===== src/rtl/can_bit_rx.sv =====
// can_bit_rx: receive-side CAN bit timing and destuffing.
//
// Synchronises the raw bus line, recovers bit timing (hard sync on SOF,
// SJW-limited resync inside a frame), samples each bit at the end of PBS1,
// strips stuff bits and hands one destuffed bit per strobe to the frame
// decoder. Bit layout is SS | PS | PBS1 | PBS2 with 1 TQ = 1 clk.
//
// Ports:
//   clk        single clock, one TQ per cycle
//   rst        asynchronous active-low reset
//   can_rx     raw bus line (0 dominant, 1 recessive), asynchronous to clk
//   destuff_en high from SOF through the CRC field (from frame decoder)
//   bit_out    destuffed sampled bit, valid while bit_val is high
//   bit_val    one-clock strobe per delivered bit
//   sof        one-clock strobe with bit_val for the SOF bit
//   stuff_err  one-clock strobe on a stuff violation
//   bus_idle   level, high while the receiver is in IDLE
module can_bit_rx #(
  parameter int PS   = 8,
  parameter int PBS1 = 8,
  parameter int PBS2 = 8,
  parameter int SJW  = 4
) (
  input  logic clk,
  input  logic rst,
  input  logic can_rx,
  input  logic destuff_en,
  output logic bit_out,
  output logic bit_val,
  output logic sof,
  output logic stuff_err,
  output logic bus_idle
);

  localparam int N  = 1 + PS + PBS1 + PBS2;
  // Counter must reach the nominal end plus the largest late-edge extension.
  localparam int CW = $clog2(N + SJW + 1);

  localparam logic [CW-1:0] ZERO_C = CW'(0);
  localparam logic [CW-1:0] ONE_C  = CW'(1);
  localparam logic [CW-1:0] SP_C   = CW'(PS + PBS1);
  localparam logic [CW-1:0] END_C  = CW'(N - 1);
  localparam logic [CW-1:0] N_C    = CW'(N);
  localparam logic [CW-1:0] SJW_C  = CW'(SJW);

  typedef enum logic [1:0] {
    ST_INTEGRATE = 2'd0,
    ST_IDLE      = 2'd1,
    ST_FRAME     = 2'd2
  } state_t;

  logic          sync_r;
  logic          rx_s;
  logic          rx_prev;
  state_t        state;
  logic [CW-1:0] cnt;
  logic [CW-1:0] sp_r;         // sample point of the current bit
  logic [CW-1:0] end_r;        // last count of the current bit
  logic          hs_bit;       // current bit began with a hard sync
  logic          resync_done;  // this bit has already been resynchronised
  logic          last_smp;
  logic [2:0]    run_cnt;
  logic          run_val;
  logic [3:0]    rec_cnt;      // recessive-sample counter (integration / EOF)

  logic          fall;
  logic          resync_ok;
  logic [CW-1:0] late_jump;
  logic [CW-1:0] early_dist;
  logic [CW-1:0] early_jump;
  logic [CW-1:0] early_end;
  logic          late_edge;
  logic          early_edge;
  logic          early_restart;
  logic          bit_done;
  logic          sample_now;

  // Two-flop synchroniser plus previous-value flop for edge detection.
  always_ff @(posedge clk or negedge rst) begin
    if (!rst) begin
      sync_r  <= 1'b1;
      rx_s    <= 1'b1;
      rx_prev <= 1'b1;
    end else begin
      sync_r  <= can_rx;
      rx_s    <= sync_r;
      rx_prev <= rx_s;
    end
  end

  // Resync decision and bit-boundary detection for the current cycle.
  always_comb begin
    fall       = rx_prev & ~rx_s;
    // Edges count only after a recessive sample, once per bit, never in the
    // hard-synced bit, and never exactly at SS.
    resync_ok  = (state == ST_FRAME) && fall && last_smp && !hs_bit &&
                 !resync_done && (cnt != ZERO_C);
    late_jump  = (cnt < SJW_C) ? cnt : SJW_C;
    early_dist = N_C - cnt;
    early_jump = (early_dist < SJW_C) ? early_dist : SJW_C;
    early_end  = END_C - early_jump;
    late_edge  = resync_ok && (cnt <= SP_C);
    early_edge = resync_ok && (cnt > SP_C);
    // Shortened end already behind us: this edge cycle becomes SS of a new bit.
    early_restart = early_edge && (cnt > early_end);
    if (early_restart || late_edge) begin
      bit_done = 1'b0;
    end else if (early_edge) begin
      bit_done = (cnt == early_end);
    end else begin
      bit_done = (cnt >= end_r);
    end
    // A late edge on the sample cycle itself pushes the sample point out.
    sample_now = (cnt == sp_r) && !late_edge;
  end

  // Receiver FSM: integration, idle/hard sync, framed sampling and destuffing.
  always_ff @(posedge clk or negedge rst) begin
    if (!rst) begin
      state       <= ST_INTEGRATE;
      cnt         <= ZERO_C;
      sp_r        <= SP_C;
      end_r       <= END_C;
      hs_bit      <= 1'b0;
      resync_done <= 1'b0;
      last_smp    <= 1'b1;
      run_cnt     <= 3'd0;
      run_val     <= 1'b1;
      rec_cnt     <= 4'd0;
      bit_out     <= 1'b1;
      bit_val     <= 1'b0;
      sof         <= 1'b0;
      stuff_err   <= 1'b0;
      bus_idle    <= 1'b0;
    end else begin
      bit_val   <= 1'b0;
      sof       <= 1'b0;
      stuff_err <= 1'b0;
      case (state)
        ST_INTEGRATE: begin
          bus_idle <= 1'b0;
          cnt      <= (cnt >= END_C) ? ZERO_C : cnt + ONE_C;
          if (cnt == SP_C) begin
            if (rx_s) begin
              if (rec_cnt == 4'd10) begin
                state    <= ST_IDLE;
                bus_idle <= 1'b1;
                rec_cnt  <= 4'd0;
              end else begin
                rec_cnt <= rec_cnt + 4'd1;
              end
            end else begin
              rec_cnt <= 4'd0;
            end
          end
        end

        ST_IDLE: begin
          bus_idle <= 1'b1;
          if (fall) begin
            // The edge cycle itself is SS (cnt = 0), so count on from 1.
            state       <= ST_FRAME;
            bus_idle    <= 1'b0;
            cnt         <= ONE_C;
            sp_r        <= SP_C;
            end_r       <= END_C;
            hs_bit      <= 1'b1;
            resync_done <= 1'b0;
            run_cnt     <= 3'd0;
            rec_cnt     <= 4'd0;
          end else begin
            cnt <= ZERO_C;
          end
        end

        ST_FRAME: begin
          bus_idle <= 1'b0;
          if (early_restart) begin
            cnt         <= ONE_C;
            sp_r        <= SP_C;
            end_r       <= END_C;
            hs_bit      <= 1'b0;
            resync_done <= 1'b0;
          end else if (bit_done) begin
            cnt         <= ZERO_C;
            sp_r        <= SP_C;
            end_r       <= END_C;
            hs_bit      <= 1'b0;
            resync_done <= 1'b0;
          end else begin
            cnt <= cnt + ONE_C;
            if (late_edge) begin
              sp_r        <= SP_C + late_jump;
              end_r       <= END_C + late_jump;
              resync_done <= 1'b1;
            end else if (early_edge) begin
              end_r       <= early_end;
              resync_done <= 1'b1;
            end
          end

          if (sample_now) begin
            last_smp <= rx_s;
            if (hs_bit && rx_s) begin
              // Recessive first sample: the falling edge was a glitch.
              state    <= ST_IDLE;
              bus_idle <= 1'b1;
            end else if (destuff_en && (run_cnt == 3'd5)) begin
              if (rx_s != run_val) begin
                run_cnt <= 3'd1;
                run_val <= rx_s;
              end else begin
                stuff_err <= 1'b1;
                state     <= ST_INTEGRATE;
                rec_cnt   <= 4'd0;
              end
            end else begin
              bit_val <= 1'b1;
              bit_out <= rx_s;
              sof     <= hs_bit;
              if (destuff_en) begin
                rec_cnt <= 4'd0;
                if ((run_cnt != 3'd0) && (rx_s == run_val)) begin
                  run_cnt <= run_cnt + 3'd1;
                end else begin
                  run_cnt <= 3'd1;
                  run_val <= rx_s;
                end
              end else begin
                run_cnt <= 3'd0;
                if (rx_s) begin
                  if (rec_cnt == 4'd10) begin
                    state    <= ST_IDLE;
                    bus_idle <= 1'b1;
                    rec_cnt  <= 4'd0;
                  end else begin
                    rec_cnt <= rec_cnt + 4'd1;
                  end
                end else begin
                  rec_cnt <= 4'd0;
                end
              end
            end
          end
        end

        default: begin
          state    <= ST_INTEGRATE;
          cnt      <= ZERO_C;
          rec_cnt  <= 4'd0;
          bus_idle <= 1'b0;
        end
      endcase
    end
  end

endmodule

===== config.mk =====
export PLATFORM = sky130hd
export DESIGN_NAME = can_bit_rx
export DESIGN_NICKNAME = d
export VERILOG_FILES = /design/src/rtl/can_bit_rx.sv
export SDC_FILE = /design/constraint.sdc
export NUM_CORES = 1
export LEC_CHECK = 0
export CAP_MARGIN = 30
export CELL_PAD_IN_SITES_DETAIL_PLACEMENT = 1
export CELL_PAD_IN_SITES_GLOBAL_PLACEMENT = 1
export CORE_MARGIN = 4
export CORE_UTILIZATION = 45
export CTS_CLUSTER_DIAMETER = 200
export DETAILED_ROUTE_END_ITERATION = 8
export DONT_BUFFER_PORTS = 1
export PLACE_DENSITY_LB_ADDON = 0.1
export SLEW_MARGIN = 20
export SYNTH_ARGS = -nofsm -noshare
export SYNTH_HDL_FRONTEND = slang
export SYNTH_SLANG_ARGS = --single-unit
export TNS_END_PERCENT = 100

===== constraint.sdc =====
create_clock -name clk -period 3.5 [get_ports clk]
set_clock_uncertainty 0.05 [all_clocks]
set_input_delay 0.875 -clock clk [delete_from_list [all_inputs] [get_ports clk]]
set_output_delay 0.875 -clock clk [all_outputs]
set_load 0.03 [all_outputs]

==> results by stage, run 1 <==
Clock network:
- The number of H-tree branching levels is 2.
- The worst-skew pair later-pin latency is 0.30 ns.
- The number of clock sinks is 36.
- Hold repair after CTS inserted 0 buffers.
- The root buffer cell chosen for the clock tree is clkbuf_8.
- The number of buffers between clock root and the deepest sink is 2.
- The number of CTS-inserted buffers is 5.
- Clock-pin slew was measured on the worst setup and hold paths at 0.08 ns.
- The TritonCTS clock tree is yes.

Timing:
- The final max-slew violation count is 0.
- The worst path meets setup with 0.224 ns of slack.
- Setup repair after global routing left no endpoint under its margin.
- Derived from the worst setup path, the maximum achievable clock frequency is 0.305 GHz.
- The routed design could run at a clock period as short as 3.28 ns.
- The post-route clock period utilization is 93.6%.
- Summed over all failing endpoints, the final setup total negative slack is 0 ns.
- The worst pin sits at a relative slew slack of 52.5%.
- For the pin with the worst max-slew slack, the measured transition is 0.707 ns.
- The setup violation total in the final timing report is 0.
- The final count of hold timing violations is 0.

Routing:
- The detail-routed net length per standard cell is 17.2 um.
- Once detail routing completed, the nets flagged for antenna violations numbered 0.
- In the routed layout, each cell is associated on average with a via count of 5.71.
- The routed layout has 1,912 vias.
- Summed over all layers, the routed wires come to 5760 um.
- For this block, the initial DRC count from the detailed router was 85.
- The count of unresolved DRC violations after routing is 0.
- The first-pass iteration count of the detailed router is 4.

Floorplan:
- Row generation in the floorplan step produced 26 rows.
- The top-level I/O count is 9.
- The die is 80.7 um tall.
- The starting density of the core is 46.5%.
- Measured along the x axis, the die boundary spans 80.7 um.
- The core area is 5110 um2.
- The total die area is 6510 um2.

Place:
- The congestion estimate from routability-driven global placement came to 0.850.
- Detailed placement finished with a half-perimeter wire length of 4260 um.
- The placed instances occupy a cell area of 2520 um2.
- At the placement stage, the worst setup path has a slack of 0.0750 ns.
- The number of port buffers is 0.

Finish:
- The filler cells instantiated in the layout total 608.
- The number of nets at the end of the flow is 290.
- Compared with the post-synthesis result, the final layout area differs by 12.2%.
- With fillers left out, the area of the finished cells amounts to 2670 um2.
- The number of antenna diodes in the final layout is 0.
- Measured on the finished design, the core utilization comes to 52.2%.
- Of the cells placed in the final design, the portion with a size suffix greater than 1 is 17.7%.

Yosys:
- The number of nets in the synthesized netlist is 279.
- For this run, the register share of the synthesized area comes to 38.4%.
- The cell area after technology mapping is 2380 um2.
- The top cell type by area accounts for 28.4% of the synthesized area.
- Counting flops with an async set or reset pin after synthesis yields a share of 100%.
- Counting flops and latches in the post-synthesis netlist gives 36.
- In this run, synthesis inferred 0 flip-flops with an integrated enable.
- The most common flop cell mapped by yosys is dfrtp_1.
- Counting distinct cell types in the post-synthesis netlist gives 54.
- The cell type with the largest total area after synthesis is dfrtp_1.
- During synthesis, Yosys emitted a total of 0 warnings.
- In the synthesized netlist, the number of instances is 253.
- The average size of a mapped cell is 9.39 um2.
- In the post-synthesis netlist, the biggest area contributors are dfrtp_1 28%, ha_1 12%, dfstp_2 10%.

GRT:
- The global-route total usage across every layer is 20.4%.
- Entering global routing, the biggest net connects 37 pins.
- The initial antenna violation count came to 0.
- For this run the aggregate overflow at the end of global routing stands at 0.
- The wire length of the first global-routing pass is 10,000 um.
- The via count of the first global-routing pass is 2,036.

Power:
- VDD sags by at most 342 uV.
- In this run the power density over the cells is 757 nW/um2.
- Overall power consumption after layout is estimated at 2.02 mW.
- The static leakage power is 1.17 nW.

Setup path:
- In this run the worst path has a maximum fanout of 5.
- In this run the number of cells on the critical path is 14.
- In this run the worst setup path begins at cnt[1]$_DFF_PN0_.
- STA puts the critical path data arrival time at 3.42 ns.
- The slowest stage of the critical path belongs to the cell or3_4.
- The type of element capturing the critical path is a flip-flop.
- Traced cell by cell, the critical path runs through inv_1, ha_1, nor4b_2, a31o_2, nand2_1, ha_1, xnor2_1, ha_1, nand3_1, nor3_2, a21oi_2, or3_4, and2_4, a32o_1.
- Data on the critical path is required at its endpoint by 3.64 ns.
- The maximum cell stage delay along the critical path is 0.40 ns.
- Broken down by cell family, the worst path's largest delay share belongs to simple AND/OR/NAND/NOR gates.
- The type of element launching the critical path is a flip-flop.
- The number of buffers and inverters on the critical path is 1.
- The class of the most critical setup path is flip-flop to flip-flop.
- The depth of the worst register-to-register path is 14.
- The most used cell along the critical path is ha_1.
- The start of the worst register-to-register path is cnt[1]$_DFF_PN0_.

Flow run:
- The tool flagged a number of max-cap violations equal to 0.

Run status:
- The run finished with clean final reports.

Hold path:
- In this run the worst hold path is classified as input port to asynchronous set/reset pin.
## cell usage in the layout, fill, tap and decap left out, drive strengths merged, types with 2 or more instances in the layout
cell type / count
a2111oi: 2
a211oi: 5
a21o: 2
a21oi: 12
a22o: 2
a31oi: 3
a32o: 3
and2: 2
and3: 2
buf: 13
clkbuf: 5
dfrtp: 27
dfstp: 9
ha: 22
inv: 20
mux2: 4
mux2i: 3
nand2: 20
nand2b: 9
nand3: 11
nand4: 2
nor2: 13
nor2b: 3
nor3: 8
nor3b: 3
o21a: 3
o21ai: 14
o22a: 2
o22ai: 2
o2bb2ai: 4
or3: 2
or4b: 2
xnor2: 7
xor2: 3
## cell usage after synthesis, types with 3 or more instances
cell type	count
mux2_2	4
o21ai_0	13
nor2b_1	3
inv_1	20
nand2b_1	9
mux2i_1	3
dfstp_2	9
dfrtp_1	27
o21a_1	3
a211oi_1	4
nor2_1	13
xor2_1	3
nor3b_1	3
nand3_1	11
nor3_1	8
o2bb2ai_1	4
a32o_1	3
clkbuf_1	8
xnor2_1	7
a31oi_1	3
a21oi_1	12
ha_1	22
nand2_1	20
## layer usage
metal,global-route usage [%],vias to the layer above,share of wire [%]
li1,-,927,-
met1,25.0,960,45
met2,35.2,17,51
met3,4.71,8,2.7
met4,6.42,0,1.3
met5,0,-,0
## state kept, by name, indices dropped and copies added, names as in the netlist
register,flops
stuff_err,1
cnt,5
bit_out,1
rx_prev,1
run_cnt,3
sync_r,1
bus_idle,1
state,2
rx_s,1
sof,1
bit_val,1
run_val,1
last_smp,1
hs_bit,1
sp_r,5
rec_cnt,4
end_r,5
resync_done,1
## metrics by stage
| step | hold slack, ns | std cells |
|---|---|---|
| after floorplan | 0.295 | 253 |
| after global placement | 0.297 | 325 |
| after detailed placement | 0.299 | 325 |
| after CTS | 0.207 | 333 |
| after global routing | 0.189 | 335 |
| final | 0.217 | 335 |
## layout make-up
class / instances / area [um2] / share of cell area [%]
multi-input cells: 188 / 1380 / 51.8
flip-flops and latches: 36 / 912 / 34.2
clock buffers: 5 / 68.8 / 2.58
repair buffers: 13 / 97.6 / 3.66
clock inverters: 3 / 42.5 / 1.60
well taps: 70 / 87.6 / 3.29
inverters: 20 / 75.1 / 2.82
## worst register-to-register path: stages, from the launching register on
cell	delay, ns
dfrtp_1	0.35
inv_1	0.06
ha_1	0.32
nor4b_2	0.26
a31o_2	0.20
nand2_1	0.09
ha_1	0.21
xnor2_1	0.15
ha_1	0.31
nand3_1	0.12
nor3_2	0.16
a21oi_2	0.09
or3_4	0.41
and2_4	0.19
a32o_1	0.24
## final timing paths
kind / to / slack, ns
max: end_r[0]$_DFFE_PN0P_ / 0.22
min: sp_r[2]$_DFFE_PN0P_ / 0.22
max reg2reg: end_r[0]$_DFFE_PN0P_ / 0.22
min reg2reg: rx_s$_DFF_PN1_ / 0.31
max in group asynchronous: sp_r[4]$_DFFE_PN1P_ / 2.99
min in group clk: rx_s$_DFF_PN1_ / 0.31
## where the power goes
part	switching, mW	internal [mW]
registers	0.100	0.541
logic	0.546	0.458
clock network	0.161	0.211
total	0.806	1.21
## cells by family (layout without fill, tap and decap cells)
family          Yosys count  after routing  synth area share (%)
compound gates           66             66                  19.9
xor+xnor                 10             10                  3.69
fa+ha+maj                22             22                  11.6
buf+inv                  29             41                  4.58
flops                    36             36                  38.4
mux                       7              7                  3.16
other cells               1              1                 0.158
simple gates             82             82                  18.6
## what timing repair did
| item | in CTS | in global routing |
|---|---|---|
| setup endpoints to repair | 0 | 11 |
| resized for setup | 0 | 5 |
| buffers inserted | 0 | 2 |
| endpoints found under the hold margin | 0 | 0 |
(Power assumes the default switching activity.)
==> run 2: changes to the inputs <==
--- a/config.mk
+++ b/config.mk
@@ -5,6 +5,7 @@
 export SDC_FILE = /design/constraint.sdc
 export NUM_CORES = 1
 export LEC_CHECK = 0
+export ABC_AREA = 0
 export CAP_MARGIN = 30
 export CELL_PAD_IN_SITES_DETAIL_PLACEMENT = 1
 export CELL_PAD_IN_SITES_GLOBAL_PLACEMENT = 1
==> constraint.sdc (replaced) <==
create_clock -name clk -period 3.5 [get_ports clk]
set_clock_uncertainty 0.05 [all_clocks]
set_input_delay 0.35 -clock clk [delete_from_list [all_inputs] [get_ports clk]]
set_output_delay 0.35 -clock clk [all_outputs]
set_load 0.03 [all_outputs]
==> run 2 against run 1 <==
  * Clock power hardly changed
  * Die area stayed put
  * Fmax is 0.11% higher
  * Via count is 0.84% higher
  * Clock-buffer cell count stayed put
  * Cell count is 0.90% higher
  * Global-route usage hardly changed
  * Non-clock buffer count is 3 higher
  * Wire length is 0.24% higher
  * Hold slack better by 0.055 ns
  * Sequential power hardly changed
  * Sequential cell count stayed put
  * Critical path type unchanged
==> results by stage, run 2 (synthesized netlist as in run 1, its figures left out) <==
Finish:
- In the final layout, the registers with the most flip-flops are cnt (5), end_r (5), sp_r (5).
- In the final layout, the multi-input gates occupy 1380 um2.
- The commonest non-fill, non-tap cell in the layout is dfrtp_1.
- The diode insertion count for antenna repair is 0.
- The area added between synthesis and finish is 13.8%.
- For this run, the post-layout net count is 293.
- The layout has 604 filler cells.
- The share of cells above drive strength 1 is 17.9%.
- Across the whole layout, storage elements account for 912 um2.
- The top cell types in the final layout, fill and taps aside, are 27 x dfrtp_1, 22 x ha_1, 20 x inv_1, 20 x nand2_1.

Routing:
- Summing over every cut layer, the via total after detailed routing is 1,928.
- The detail-routed net length per standard cell is 17.1 um.
- In the routed layout, each cell is associated on average with a via count of 5.70.
- The first-pass iteration count of the detailed router is 4.
- The total wire length after detailed routing is 5770 um.
- The first routing iteration left 81 violations.
- The remaining number of nets flagged by the antenna check after routing is 0.
- The count of unresolved DRC violations after routing is 0.

Clock network:
- Clock latency on the worst-skew pair, taken at its later pin, is 0.30 ns.
- The tree is rooted in a clkbuf_8.
- The TritonCTS clock tree is yes.
- The H-tree generated during clock tree synthesis spans 2 levels.
- Clock-pin slew was measured on the worst setup and hold paths at 0.08 ns.
- The number of clock sinks is 36.
- The number of clock buffers added by TritonCTS is 5.
- The number of buffers between clock root and the deepest sink is 2.

Floorplan:
- The top-level I/O count is 9.
- The core area is 5110 um2.
- For this configuration, the core starts out at a cell density of 46.5%.
- The chip width is 80.7 um.
- The vertical die dimension is 80.7 um.
- The total die area is 6510 um2.
- The number of cell rows is 26.

Timing:
- Summed over all failing endpoints, the final setup total negative slack is 0 ns.
- The final count of hold timing violations is 0.
- The actual slew at the worst max-slew pin is 0.714 ns.
- The worst setup margin is 0.227 ns.
- The final max-slew violation count was 0.
- The post-route minimum period is 3.27 ns.
- Timing would allow up to 0.306 GHz.
- Setup violations remaining at the end of the flow were counted as 0.
- Setup repair after global routing left no endpoint under its margin.
- Hold is met by 0.272 ns.
- The worst pin sits at a relative slew slack of 52.0%.
- The final critical path takes up 93.5% of the cycle.

GRT:
- The maximum number of pins on one net before global-route repair is 37.
- The initial antenna violation count is 0.
- The wire length of the first global-routing pass is 10,100 um.
- The global-route total usage across every layer is 20.4%.
- The via count of the first global-routing pass came to 2,048.
- The total overflow left after global routing is 0.

Setup path:
- STA classifies the critical path startpoint as a flip-flop.
- The start of the worst register-to-register path is cnt[2]$_DFF_PN0_.
- Setup slack on the worst reg-to-reg path comes out at 0.23 ns.
- STA classifies the critical path endpoint as a flip-flop.
- The worst path required time is 3.64 ns.
- The depth of the worst register-to-register path is 13.
- In this run the worst path has a maximum fanout of 13.
- The class of the most critical setup path is flip-flop to flip-flop.
- The worst register-to-register path ends at end_r[0]$_DFFE_PN0P_.
- The arrival time of data at the critical path endpoint is 3.42 ns.

Power:
- The switching component of the power is 0.815 mW.
- The combinational group share of total power is 50.1%.
- The switching share of total power is 40.2%.
- The clock network fraction of total power is 18.3%.
- The worst-case IR drop observed on VDD is 343 uV.
- The total power per unit cell area is 750 nW/um2.
- The relative contribution of sequential cells to total power is 31.6%.
- The design draws 2.03 mW.
- The internal portion of the total power is 1.21 mW.
- Summed over all cells, the static leakage comes to 1.19 nW.

Place:
- The number of port buffers is 0.
- Summed over all nets, the half-perimeter wirelength after detailed placement is 4260 um.
- The final estimated routing congestion in global placement is 0.850.
- The post-placement worst setup slack is 0.0750 ns.

Hold path:
- The worst-case hold path end point is run_cnt[0]$_DFFE_PN0P_.
- The hold path depth is 4.
- The hold path startpoint is destuff_en.
- The worst hold path class is input port to flip-flop.

Run status:
- The run finished with clean final reports.

Flow run:
- The total of max-cap violations is 0.
-- run 2: cell types whose count changed in the layout (fill, tap and decap cells not counted) --
cell	delta
dlygate4sd3_1	+2
buf_12	+1
-- run 2: per-stage QoR --
stage               area (um2)  std cells  utilization [%]
floorplan                 2380        253                -
global placement          2520        325             49.3
detailed placement        2520        325             49.3
CTS                       2670        336             52.3
global route              2710        338             53.0
finish                    2710        338             53.0
-- run 2: how the worst max path moves through the flow --
stage	endpoint	cells after the start	slack [ns]	start
floorplan	end_r[0]$_DFFE_PN0P_	15	0.005	cnt[1]$_DFF_PN0_
global placement	end_r[1]$_DFFE_PN0P_	14	0.19	cnt[1]$_DFF_PN0_
detailed placement	end_r[1]$_DFFE_PN0P_	14	0.07	cnt[1]$_DFF_PN0_
CTS	end_r[1]$_DFFE_PN0P_	14	0.06	cnt[1]$_DFF_PN0_
global route	end_r[1]$_DFFE_PN0P_	14	0.02	cnt[1]$_DFF_PN0_
finish	end_r[0]$_DFFE_PN0P_	13	0.23	cnt[2]$_DFF_PN0_
-- run 2: routing by layer --
layer / wire, um / track usage [%] / vias up
li1: - / - / 933
met1: 2570 / 24.9 / 963
met2: 2950 / 35.3 / 24
met3: 175 / 4.71 / 8
met4: 75 / 6.42 / 0
met5: 0 / 0 / -
-- run 2: worst max-delay path, cell delays in order (launching register included) --
cell	delay [ns]
dfrtp_1	0.38
buf_4	0.20
or3_1	0.40
a31o_2	0.28
nand2_1	0.10
ha_1	0.16
xnor2_1	0.10
ha_1	0.31
nand3_1	0.12
nor3_2	0.16
a21oi_2	0.09
or3_4	0.41
and2_4	0.19
a32o_1	0.24
-- run 2: layout make-up --
type                       instances  share of cell area (%)
clock buffer                       5                    2.54
clock inverter                     3                    1.57
inverter                          20                    2.78
multi-input combinational        188                    51.1
sequential                        36                    33.7
tap                               70                    3.24
timing repair buffer              16                    5.09
-- run 2: power by group through the flow --
stage	Sequential [mW]	Combinational (mW)	Clock (mW)
5_1_grt	0.656	1.14	0.411
4_1_cts	0.641	0.989	0.383
2_1_floorplan	0.628	0.692	0
3_3_place_gp	0.644	0.944	0
6_report	0.641	1.02	0.372
3_5_place_dp	0.649	0.967	0
-- run 2: repair_timing --
| item | 4_1_cts | 5_1_grt |
|---|---|---|
| endpoints found under the setup margin | 0 | 11 |
| hold buffers | 3 | 0 |
| endpoints found under the hold margin | 37 | 0 |
| gates resized for setup | 0 | 5 |
| buffers inserted | 0 | 2 |
==> run 3: changes to the inputs <==
--- a/config.mk
+++ b/config.mk
@@ -9,8 +9,8 @@
 export CAP_MARGIN = 30
 export CELL_PAD_IN_SITES_DETAIL_PLACEMENT = 1
 export CELL_PAD_IN_SITES_GLOBAL_PLACEMENT = 1
-export CORE_MARGIN = 4
-export CORE_UTILIZATION = 45
+export CORE_MARGIN = 10
+export CORE_UTILIZATION = 50
 export CTS_CLUSTER_DIAMETER = 200
 export DETAILED_ROUTE_END_ITERATION = 8
 export DONT_BUFFER_PORTS = 1
==> constraint.sdc (replaced) <==
create_clock -name clk -period 3.15 [get_ports clk]
set_clock_uncertainty 0.05 [all_clocks]
set_input_delay 0.315 -clock clk [delete_from_list [all_inputs] [get_ports clk]]
set_output_delay 0.315 -clock clk [all_outputs]
set_load 0.03 [all_outputs]
==> run 3 against run 2 <==
  * Sequential cell count did not move
  * Combinational power increased by 56%
  * Cell area increased by 8.9%
  * Critical endpoint unchanged
  * The flow now finishes with violations (setup timing)
  * Non-clock buffer count increased by 12
==> results by stage, run 3 (synthesized netlist as in run 1, its figures left out) <==
Setup path:
- For the worst setup path, the data arrival time is 3.38 ns.
- The worst register-to-register path ends at end_r[0]$_DFFE_PN0P_.
- The worst setup path is captured at a flip-flop.
- The start of the worst register-to-register path is cnt[2]$_DFF_PN0_.
- Along the worst path, the maximum fanout reaches 4.
- The depth of the worst register-to-register path is 14.
- The worst setup path is of the flip-flop to flip-flop kind.
- Data on the critical path is required at its endpoint by 3.28 ns.
- The setup check on the worst reg-to-reg path leaves a slack of -0.11 ns.
- The type of element launching the critical path is a flip-flop.

Place:
- Detailed placement ended at an HPWL of 4540 um.
- The number of instances in the placed design is 319.
- The final estimated routing congestion in global placement is 0.892.
- Buffers placed on the I/O ports in this run total 0.
- The post-placement worst setup slack is -0.0814 ns.

Finish:
- The post-route netlist has 28.6% of its cells at a drive strength greater than 1.
- The register cell area after layout is 913 um2.
- The final cell count without fillers is 334.
- In the layout the commonest cells are 26 x dfrtp_1, 24 x buf_4, 18 x nand2_1, 17 x inv_1, 17 x ha_1.
- From synthesis to final layout, the design area changed by 24.0%.
- The number of nets at the end of the flow is 305.
- At the end of the flow the core is filled with cells to 63.2%.
- The number of filler instances in the final layout is 500.
- The repair_antennas step left the layout with diodes totalling 0.
- The largest registers in the layout are cnt (5), end_r (5), sp_r (5).
- The library cell used most frequently in the layout, excluding fill and tap cells, is dfrtp_1.
- The multi-input logic area is 1550 um2.

Floorplan:
- The die covers 7910 um2.
- The number of cell rows is 25.
- The region available for standard cell placement spans 4660 um2.
- In this run the horizontal extent of the chip is 88.9 um.
- Pin placement for this block handled 9 I/O pins.
- In this run the vertical extent of the chip is 88.9 um.
- The starting density of the core is 51.0%.

Timing:
- The worst path in the final design needs a cycle of 3.26 ns, including I/O delays and setup.
- Setup repair after global routing could not meet its margin everywhere.
- Setup violations remaining at the end of the flow were counted as 10.
- Setup slack on the critical path of the routed design comes to -0.106 ns.
- Of the available clock period, the critical path in the final layout requires 103%.
- The actual slew at the worst max-slew pin is 0.700 ns.
- The final max-slew violation count came to 0.
- The headroom to the max-slew limit is 53.0%.
- The final count of hold timing violations is 0.
- The highest clock frequency the design can meet is 0.307 GHz.

Routing:
- After detailed routing, the average wire length per cell comes to 20.4 um.
- In the routed layout, each cell is associated on average with a via count of 6.08.
- The count of nets left with antenna violations once routing finished came out at 0.
- The count of unresolved DRC violations after routing is 0.
- For this block, the routed nets add up to 6810 um of wire.
- Summing over every cut layer, the via total after detailed routing is 2,032.
- The first routing iteration left 110 violations.
- The first-pass iteration count of the detailed router is 4.

GRT:
- The maximum number of pins on one net before global-route repair is 37.
- The global-route total usage across every layer is 17.2%.
- The residual overflow from global routing is 0.
- The initial antenna violation count was 0.
- The first global-routing pass estimated 10,600 um of wire.
- The via count of the first global-routing pass is 2,138.

Power:
- In this run the power spent charging and discharging nets is 1.11 mW.
- The combinational group share of total power is 59.2%.
- In this run switching power makes up 41.4% of total power.
- The design internal power is 1.58 mW.
- The relative contribution of sequential cells to total power is 27.2%.
- The worst-case IR drop observed on VDD is 353 uV.
- Summed over all cells, the static leakage comes to 1.29 nW.
- The clock network fraction of total power is 13.6%.
- In this run the power density over the cells is 913 nW/um2.

Hold path:
- Along the worst hold path, the cell count comes to 2.
- The hold path startpoint is destuff_en.
- The worst hold path class is input port to flip-flop.
- The worst-case hold path end point is run_val$_DFFE_PN1P_.

Run status:
- The run finished, with violations left.
- The checks that failed: setup timing.

Flow run:
- The tool flagged a number of max-cap violations equal to 0.

Clock network:
- The worst-skew pair later-pin latency is 0.29 ns.
- In this run the deepest clock path goes through 2 buffers.
- TritonCTS created 5 clock buffers.
- The clock net in this run drives a total of 36 sinks.
- The CTS clock-pin slew for the worst setup and hold paths is 0.07 ns.
- TritonCTS built the clock tree.
- The clock tree root buffer cell is clkbuf_8.
- The H-tree generated during clock tree synthesis spans 2 levels.
## run 3: routing by layer
layer	vias up	track usage (%)	wire length (um)
li1	959	-	-
met1	1015	19.0	2770
met2	45	30.9	3630
met3	13	3.92	247
met4	0	7.51	156
met5	-	0	0
## run 3: worst max path at each step
stage	start	to	slack, ns	cells past startpoint
floorplan	cnt[2]$_DFF_PN0_	end_r[0]$_DFFE_PN0P_	-0.10	15
global placement	cnt[2]$_DFF_PN0_	end_r[0]$_DFFE_PN0P_	0.02	14
detailed placement	cnt[2]$_DFF_PN0_	cnt[2]$_DFF_PN0_	-0.08	15
CTS	cnt[2]$_DFF_PN0_	end_r[1]$_DFFE_PN0P_	0.02	14
global route	cnt[1]$_DFF_PN0_	end_r[0]$_DFFE_PN0P_	-0.20	14
finish	cnt[2]$_DFF_PN0_	end_r[0]$_DFFE_PN0P_	-0.11	14
## run 3: layout make-up
cell class                      instances  share of cell area [%]
Multi-Input combinational cell        188                    52.4
Sequential cell                        36                    31.0
Timing Repair Buffer                   28                    8.15
Clock buffer                            8                    3.40
Inverter                               20                    2.72
Tap cell                               54                    2.29
## run 3: power by group through the flow
stage / Clock [mW] / Combinational (mW) / Sequential, mW
finish: 0.365 / 1.59 / 0.733
global route: 0.399 / 1.74 / 0.748
CTS: 0.373 / 1.31 / 0.726
detailed placement: 0 / 1.24 / 0.733
global placement: 0 / 1.20 / 0.725
floorplan: 0 / 0.884 / 0.700
## run 3: what timing repair did
| item | CTS | global route |
|---|---|---|
| gates cloned | 0 | 0 |
| hold buffers | 3 | 0 |
| endpoints found under the hold margin | 37 | 0 |
| endpoints found under the setup margin | 10 | 15 |
| pin swaps | 5 | 16 |
| setup buffers | 3 | 4 |
| resized for setup | 5 | 21 |
## run 3: critical path, cell delays in order (launching register included)
cell     delay [ns]
dfrtp_2        0.45
inv_4          0.07
ha_4           0.21
nor4b_4        0.28
a31o_4         0.21
nand2_4        0.07
ha_4           0.17
xnor2_4        0.13
ha_4           0.29
nand3_4        0.08
nor3_4         0.20
a21oi_2        0.09
or3_4          0.42
and2_4         0.18
a32o_1         0.25
## run 3: stage by stage
stage                     total power, mW  TNS (ns)  hold WS (ns)  cell area [um2]
after floorplan                      1.58    -0.432       -0.0306             2470
after global placement               1.93         0       -0.0288             2650
after detailed placement             1.98    -0.495       -0.0289             2650
after CTS                            2.41         0         0.233             2830
after global routing                 2.88     -2.06         0.252             2950
final                                2.69    -0.488         0.234             2950
==> RTL change, RTL diff (flow settings as in run 1) <==
Reset style: synchronous (`rst`), changed in 2 clocked blocks. Comments in the files are not updated.
--- a/src/rtl/can_bit_rx.sv
+++ b/src/rtl/can_bit_rx.sv
@@ -76,7 +76,7 @@
   logic          sample_now;
 
   // Two-flop synchroniser plus previous-value flop for edge detection.
-  always_ff @(posedge clk or negedge rst) begin
+  always_ff @(posedge clk) begin
     if (!rst) begin
       sync_r  <= 1'b1;
       rx_s    <= 1'b1;
@@ -115,7 +115,7 @@
   end
 
   // Receiver FSM: integration, idle/hard sync, framed sampling and destuffing.
-  always_ff @(posedge clk or negedge rst) begin
+  always_ff @(posedge clk) begin
     if (!rst) begin
       state       <= ST_INTEGRATE;
       cnt         <= ZERO_C;
Check against the original RTL: no difference found for any inputs over 10 cycles, from zero or initial values and one cycle with rst low; that may be too few to reach the edited logic, so the function may still have changed.
==> RTL change against run 1 <==
  * Synthesized area decreased by 1.9%
  * Wire length increased by 0.85%
  * Final cell count increased by 6.6%
  * Final area decreased by 2.9%
  * Worst setup slack got worse by 0.028 ns
  * Sequential cell count unchanged
  * Synthesized cell count increased by 12%
Power is not compared: it rests on default switching activity, and its combinational part moved more than twofold at a synthesized area within 25%.
==> RTL change: results (changes against run 1) <==
stage,metric,value,unit,change
run_status,status,finished clean,,
clocking,clk_path_buf_depth,2,,unchanged
logic_synthesis,synth_xor_area_share,4.51,%,+0.83 points
placed_design,postPlaceCellArea,0.00244,sq mm,-3.2%
clocking,cts-root-buf,clkbuf_8,,
setup_path,crit_family,compound AO/OA/AOI/OAI gates,,
detailed_routing,drt_first_iter_violations,109,,+28%
cells_and_area,top_regs,"cnt (5), end_r (5), sp_r (5)",,
logic_synthesis,ys_top_cells_by_count,"dfxtp_1 (36), nand2_1 (30), ha_1 (22), inv_1 (21), o21ai_0 (16)",,
setup_path,slowest_stage,ha_1,,
cells_and_area,n_fill_cell,596,,-2.0%
placed_design,dp_slack,-0.0331,ns,-0.108 ns
logic_synthesis,synth_seq_area_share,30.9,%,-7.5 points
global_routing,grt_pass1_wl,9.98,mm,-0.69%
detailed_routing,viasPerCell,5.64,,-1.3%
logic_synthesis,synth_compound_area_share,20.6,%,+0.72 points
clocking,htree_levels,2,,unchanged
setup_path,crit_arrival,3.44,ns,+0.02 ns
global_routing,first_global_vias,1993,,-2.1%
logic_synthesis,synth_cell_type_count,57,,+5.6%
placed_design,hpwl,4.39,mm,+3.1%
logic_synthesis,synth.area.top_cells,"dfxtp_1 (31%), ha_1 (12%), nand2_1 (4.8%)",,
placed_design,portBuffers,0,,unchanged
setup_path,slowest_delay,0.34,ns,-0.06 ns
timing,slew_headroom,60.9,%,+8.5 points
hold_path,hp-class,flip-flop to flip-flop,,
timing,finalHoldViolCount,0,,unchanged
logic_synthesis,synth-async-reset-ratio,0,%,-100 points
detailed_routing,drt-total-wl,5.80,mm,+0.85%
global_routing,grt_usage,20.0,%,-0.38 points
global_routing,grt_max_degree,29,,-22%
logic_synthesis,synthAdderAreaFrac,11.8,%,+0.23 points
power_and_ir_drop,ir_worst_vdd,205,uV,
cells_and_area,nets,315,,+8.6%
logic_synthesis,synthMuxAreaShare,2.20,%,-0.96 points
logic_synthesis,synth.net_count,309,,+11%
placed_design,place_congestion,0.813,,-4.4%
cells_and_area,layout-drive-gt1-share,13.8,%,-3.9 points
[RTL change: final timing paths]
check                 end  cells past startpoint  slack, ns    from
hold / removal       rx_s                      1       0.37  sync_r
hold reg to reg      rx_s                      1       0.37  sync_r
setup / recovery  sp_r[4]                     14       0.20  cnt[1]
setup reg to reg  sp_r[4]                     14       0.20  cnt[1]
[RTL change: area by class of cell]
cell class | count | share of cell area [%]
multi-input combinational | 214 | 59.1
sequential | 36 | 27.8
tap | 67 | 3.24
clock buffer | 6 | 3.19
timing repair buffer | 11 | 3.19
inverter | 21 | 3.04
clock inverter | 2 | 0.387
[RTL change: what timing repair did]
| action | 4_1_cts | 5_1_grt |
|---|---|---|
| pin swaps | 0 | 2 |
| setup endpoints to repair | 6 | 17 |
| setup buffers | 0 | 1 |
| gates resized for setup | 1 | 9 |
| hold endpoints to repair | 0 | 0 |
[RTL change: worst register-to-register path: cells and delay by family, from the launching register on]
kind	cells	cell delay, ns
compound gates	6	1.17
xor+xnor	1	0.13
simple gates	3	0.71
buf+inv	1	0.06
flops	1	0.33
fa+ha+maj	3	0.74
[RTL change: layer usage]
layer,part of all wire [%],wire length [um],up-vias,GRT usage (%)
met5,0,0,-,0
met4,0.93,54,0,5.41
met3,2.9,167,7,4.29
met2,43,2520,24,29.7
met1,53,3060,967,28.9
li1,-,-,1014,-
[RTL change: kinds of logic (layout without fill, tap and decap cells)]
family                     count (synthesis)  after routing
adders and majority gates                 22             22
DFF                                       36             36
muxes                                      5              5
buffers and inverters                     33             40
other                                      1              1
xor gates and xnor gates                  12             12
and+or+nand+nor                          102            102
AOI/OAI and AO/OA                         72             72
[RTL change: stage by stage]
stage	instances	hold WS (ns)	setup TNS (ns)	total power [mW]	utilization, %
global route	357	0.389	0	0.852	53.1
floorplan	283	0.336	0	0.485	-
global placement	348	0.341	0	0.500	50.0
CTS	356	0.372	0	0.810	51.9
detailed placement	348	0.355	-0.119	0.502	50.0
finish	357	0.370	0	0.813	53.1
[RTL change: power by group]
part | switching, mW | internal (mW) | leakage, nW
sequential | 0.00319 | 0.414 | 0.291
combinational | 0.0485 | 0.0326 | 0.624
clock | 0.158 | 0.157 | 0.0510
